### src/rtl/ct_idu_is_aiq_lch_sel.sv
// ct_idu_is_aiq_lch_sel
//
// Launch selector for one arithmetic issue queue. Every cycle it picks the
// oldest entry that is valid, not frozen and has all of its used sources
// ready. It registers a one-hot launch grant and freezes the granted entry
// until the entry is popped, cancelled or re-created.
//
// Ports
//   y_clk          queue clock, rising edge
//   cpurst         synchronous active-high reset
//   x_vld          entry valid
//   x_lch_rdy      per-entry launch-ready, entry i at [i*SRC +: SRC]
//   x_src_vld      per-entry source-used mask, same packing
//   create0_en     create port 0 fires
//   create0_entry  one-hot target of create port 0
//   create1_en     create port 1 fires (younger than port 0)
//   create1_entry  one-hot target of create port 1
//   lch_stall      downstream cannot take a launch this cycle
//   lch_pop        one-hot, frozen entry leaves the queue
//   lch_cancel     unfreeze every frozen entry
//   lch_vld        registered launch valid
//   lch_entry      registered one-hot launch entry (zero when idle)
//   frz            frozen-entry vector (register value)

module ct_idu_is_aiq_lch_sel #(
    parameter int ENTRY = 8,
    parameter int SRC   = 3
) (
    input  logic                   y_clk,
    input  logic                   cpurst,
    input  logic [ENTRY-1:0]       x_vld,
    input  logic [ENTRY*SRC-1:0]   x_lch_rdy,
    input  logic [ENTRY*SRC-1:0]   x_src_vld,
    input  logic                   create0_en,
    input  logic [ENTRY-1:0]       create0_entry,
    input  logic                   create1_en,
    input  logic [ENTRY-1:0]       create1_entry,
    input  logic                   lch_stall,
    input  logic [ENTRY-1:0]       lch_pop,
    input  logic                   lch_cancel,
    output logic                   lch_vld,
    output logic [ENTRY-1:0]       lch_entry,
    output logic [ENTRY-1:0]       frz
);

    // age[i][j] = 1 : entry i is older than entry j
    logic [ENTRY-1:0][ENTRY-1:0] age;
    logic [ENTRY-1:0][ENTRY-1:0] age_nxt;

    logic [ENTRY-1:0] c0_vec;
    logic [ENTRY-1:0] c1_vec;
    logic [ENTRY-1:0] cr_vec;
    logic [ENTRY-1:0] rdy;
    logic [ENTRY-1:0] older_rdy;
    logic [ENTRY-1:0] win;
    logic [ENTRY-1:0] grant;
    logic [ENTRY-1:0] frz_nxt;

    always_comb begin
        c0_vec = create0_en ? create0_entry : '0;
        c1_vec = create1_en ? create1_entry : '0;
        cr_vec = c0_vec | c1_vec;
    end

    // Unused sources count as ready.
    always_comb begin
        rdy = '0;
        for (int i = 0; i < ENTRY; i++) begin
            rdy[i] = x_vld[i] & ~frz[i]
                   & (&(x_lch_rdy[i*SRC +: SRC] | ~x_src_vld[i*SRC +: SRC]));
        end
    end

    // An entry wins when no other ready entry is older than it.
    always_comb begin
        older_rdy = '0;
        for (int i = 0; i < ENTRY; i++) begin
            for (int j = 0; j < ENTRY; j++) begin
                older_rdy[i] = older_rdy[i] | (rdy[j] & age[j][i]);
            end
        end
        win   = rdy & ~older_rdy;
        grant = lch_stall ? '0 : win;
    end

    // Created entries become the youngest; port 1 is younger than port 0,
    // so row c0 keeps only the bit pointing at c1.
    always_comb begin
        age_nxt = age;
        for (int i = 0; i < ENTRY; i++) begin
            for (int j = 0; j < ENTRY; j++) begin
                if (i == j) begin
                    age_nxt[i][j] = 1'b0;
                end else if (c1_vec[i]) begin
                    age_nxt[i][j] = 1'b0;
                end else if (c0_vec[i]) begin
                    age_nxt[i][j] = c1_vec[j];
                end else if (cr_vec[j]) begin
                    age_nxt[i][j] = 1'b1;
                end else begin
                    age_nxt[i][j] = age[i][j];
                end
            end
        end
    end

    // Freeze priority: create > pop > new grant > cancel. Selection above
    // used the pre-cancel frz, so a grant alongside a cancel still sticks.
    always_comb begin
        frz_nxt = frz;
        for (int i = 0; i < ENTRY; i++) begin
            if (cr_vec[i]) begin
                frz_nxt[i] = 1'b0;
            end else if (lch_pop[i]) begin
                frz_nxt[i] = 1'b0;
            end else if (grant[i]) begin
                frz_nxt[i] = 1'b1;
            end else if (lch_cancel) begin
                frz_nxt[i] = 1'b0;
            end
        end
    end

    always_ff @(posedge y_clk) begin
        if (cpurst) begin
            age       <= '0;
            frz       <= '0;
            lch_vld   <= 1'b0;
            lch_entry <= '0;
        end else begin
            age       <= age_nxt;
            frz       <= frz_nxt;
            lch_vld   <= |grant;
            lch_entry <= grant;
        end
    end

endmodule

### config.mk
export PLATFORM = sky130hd
export DESIGN_NAME = ct_idu_is_aiq_lch_sel
export DESIGN_NICKNAME = d
export VERILOG_FILES = /design/src/rtl/ct_idu_is_aiq_lch_sel.sv
export SDC_FILE = /design/constraint.sdc
export NUM_CORES = 1
export LEC_CHECK = 0
export CORE_MARGIN = 2
export CORE_UTILIZATION = 62
export DETAILED_ROUTE_END_ITERATION = 7
export DONT_BUFFER_PORTS = 1
export PLACE_DENSITY_LB_ADDON = 0.1
export REMOVE_ABC_BUFFERS = 1
export SETUP_SLACK_MARGIN = 0.4
export SLEW_MARGIN = 20
export SYNTH_ARGS = -nofsm -noshare
export SYNTH_HDL_FRONTEND = slang
export SYNTH_SLANG_ARGS = --single-unit
### constraint.sdc
create_clock -name y_clk -period 1.83 [get_ports y_clk]
set_input_delay 0.366 -clock y_clk [delete_from_list [all_inputs] [get_ports y_clk]]
set_output_delay 0.366 -clock y_clk [all_outputs]
set_load 0.01 [all_outputs]
==> flow_summary.ini <==
[status]
outcome = finished, violations left
violations = setup timing

[critical_path]
rr_endpoint = lch_vld
r2r_slack_ps = -50
r2r_cells = 8
crit_fanout = 4
cp.arrival_ps = 2110
crit_type = reg -> reg
timing.rr.start = frz[7]
crit_path_start_kind = flop
endpoint = lch_vld
crit_path_end_kind = flop
crit_start = frz[7]
crit_required_ps = 2060

[synthesis]
yosysTopAreaCell = dfxtp_1
syn-instance-count = 360
syn-cell-area_um2 = 3256
ys_seq_area_share_pct = 44.89
yosys.area.top_type_share_pct = 44.89
netlist_top_cells_area = dfxtp_1, a21oi_1, o21ai_1
synth_warnings = 0
synth_cell_types = 23
synth-edff-count = 0
ys_async_sr_fraction_pct = 0
synth.avg_cell_area_um2 = 9.043
yosys_register_bits = 73
yosys-top-cells-count = dfxtp_1, a21oi_1, o21ai_1
synth.most_common_cell = dfxtp_1
dominantRegCellSynth = dfxtp_1

[global_routing]
busiest_layer = met2
grt_pass1_wl_um = 15100
grt_use_total_pct = 33.49
overflow = 0
grtUsageMet2_pct = 53.98
grt_max_degree = 18
gr-usage-met3_pct = 6.991
grt_pass1_vias = 3000
met1_usage_pct = 41.77
antenna_found_initial = 0

[clocking]
cts_buffers = 9
clockBufferDepth = 2
clock-sinks = 73
h-tree-depth = 3
cts_tree = yes
clkLatencyLatePin_ps = 350
cts.clk_slew.worst_paths_ps = 80
clk_root_buffer_cell = clkbuf_8
hold_buffers = 0

[layout]
multi_input_area_um2 = 1896
nets = 488
fin_area_um2 = 4091
fill_cells = 325
area_growth_pct = 25.67
seq_area_um2 = 1469
drive_gt1_share_pct = 32.68
fin_cells = 477
diodes = 0

[die]
design.core.area_um2 = 5075
placementRows = 26
fp.dieW_um = 76.47
pin_count = 103
start_util_pct = 64.15
die_y_um = 76.47
die_area_um2 = 5847

[sta]
fmax_mhz = 531.9
period_minus_slack_ps = 1880
rsz0062_at_grt = true
clock_skew_ps = 8.035
tightest_slew_ps = 547.4
slew_violations = 0
finalHoldViolCount = 0
setup_viol = 2
period_share_pct = 102.7
timing.slew.headroom_pct = 63.51
setup_ws_ps = -50.22

[placed_design]
io_buffers = 0
placed_area_um2 = 3512
dp.final_hpwl_um = 6714
globalplace.congestion = 0.9165
dpl.cell_count = 443

[drt]
via_count = 3243
vias_per_cell = 6.799
first_iter_violations = 453
post_drt_wl_per_cell_um = 21.73
ant_nets = 0
first_pass_iters = 6
wl_um = 10360
route.detailed.drc = 0

[power]
ir_drop_uv = 729.0
powerDensity_nw_per_um2 = 879.2
p_leak_uw = 0.001501

[min_path]
hold_class = in -> reg

[job]
cap_violations = 0
## registers in the layout, summed over array words and instances, names as in the netlist
register,flops
age,56
frz,8
lch_entry,8
lch_vld,1
## metal layers
metal / part of all wire (%) / wire length [um]
met2: 46 / 4754
met4: 5.4 / 556
met5: 0 / 0
met3: 11 / 1177
met1: 37 / 3876
## kinds of logic after synthesis
logic type | synth area share [%]
AO/OA/AOI/OAI | 27.52
AND/OR/NAND/NOR | 24.83
flip-flops | 44.89
buffers and inverters | 2.767
## per-stage QoR
| stage | hold slack (ps) | util [%] | setup slack, ps | setup TNS, ps | power, uW |
|---|---|---|---|---|---|
| floorplan | 435.1 | - | 130.9 | 0 | 2076 |
| detailed placement | 439.1 | 69.21 | -262.4 | -558.5 | 2239 |
| finish | 73.50 | 80.62 | -50.22 | -82.98 | 3597 |
| CTS | 74.43 | 76.33 | -46.37 | -46.37 | 3484 |
| global route | 68.93 | 80.62 | -84.75 | -221.2 | 3704 |
| global placement | 437.4 | 69.21 | -288.9 | -468.5 | 2224 |
## worst max-delay path, cell delays in order (launching register included)
cell and delay [ps]:
dfxtp_2 320, nand2b_4 140, a2111oi_4 410, buf_4 220, a22oi_1 100, nand2_1 150
nor2_4 70, nor4_4 250, a21oi_1 110
## power breakdown
group / switching [uW] / internal (uW) / total [uW]
clock: 587 / 665 / 1250
combinational: 333 / 258 / 590
sequential: 66.5 / 1690 / 1750
## timing repair
action	in CTS	in global routing
endpoints found under the setup margin	16	17
resized for setup	29	35
pin swaps	12	23
buffers inserted	8	10
## final cells by class
type	count	area share, %
Clock inverter	3	0.9786
Inverter	5	0.4587
Sequential cell	73	35.90
Clock buffer	13	3.639
Tap cell	70	2.141
Multi-Input combinational cell	263	46.33
Timing Repair Buffer	50	10.55
## cell usage in the layout (no fill, tap or decap), types with 3 or more instances in the layout
cell type / instances
a2111oi_4: 4
a21oi_1: 58
a21oi_2: 7
a22oi_1: 12
a22oi_2: 12
and2_1: 8
buf_4: 35
buf_6: 15
clkbuf_1: 3
clkbuf_8: 10
dfxtp_1: 67
dfxtp_2: 6
inv_1: 4
nand2_1: 28
nand2_2: 4
nand2b_1: 9
nand2b_4: 7
nand4b_1: 8
nor2_2: 3
nor2_4: 5
nor2b_1: 19
nor2b_4: 5
nor3_2: 3
nor4_2: 8
nor4_4: 5
o21ai_0: 18
o21ai_1: 38
## how the worst min path moves through the flow
stage,end,slack [ps],start,cells after the start
floorplan,lch_vld,440,cpurst,1
global placement,frz[0],440,lch_pop[0],1
detailed placement,frz[7],440,lch_pop[7],1
CTS,frz[3],70,lch_pop[3],1
global route,frz[5],70,lch_pop[5],1
finish,frz[5],70,lch_pop[5],1
No activity file was read; power rests on OpenSTA's default activity.
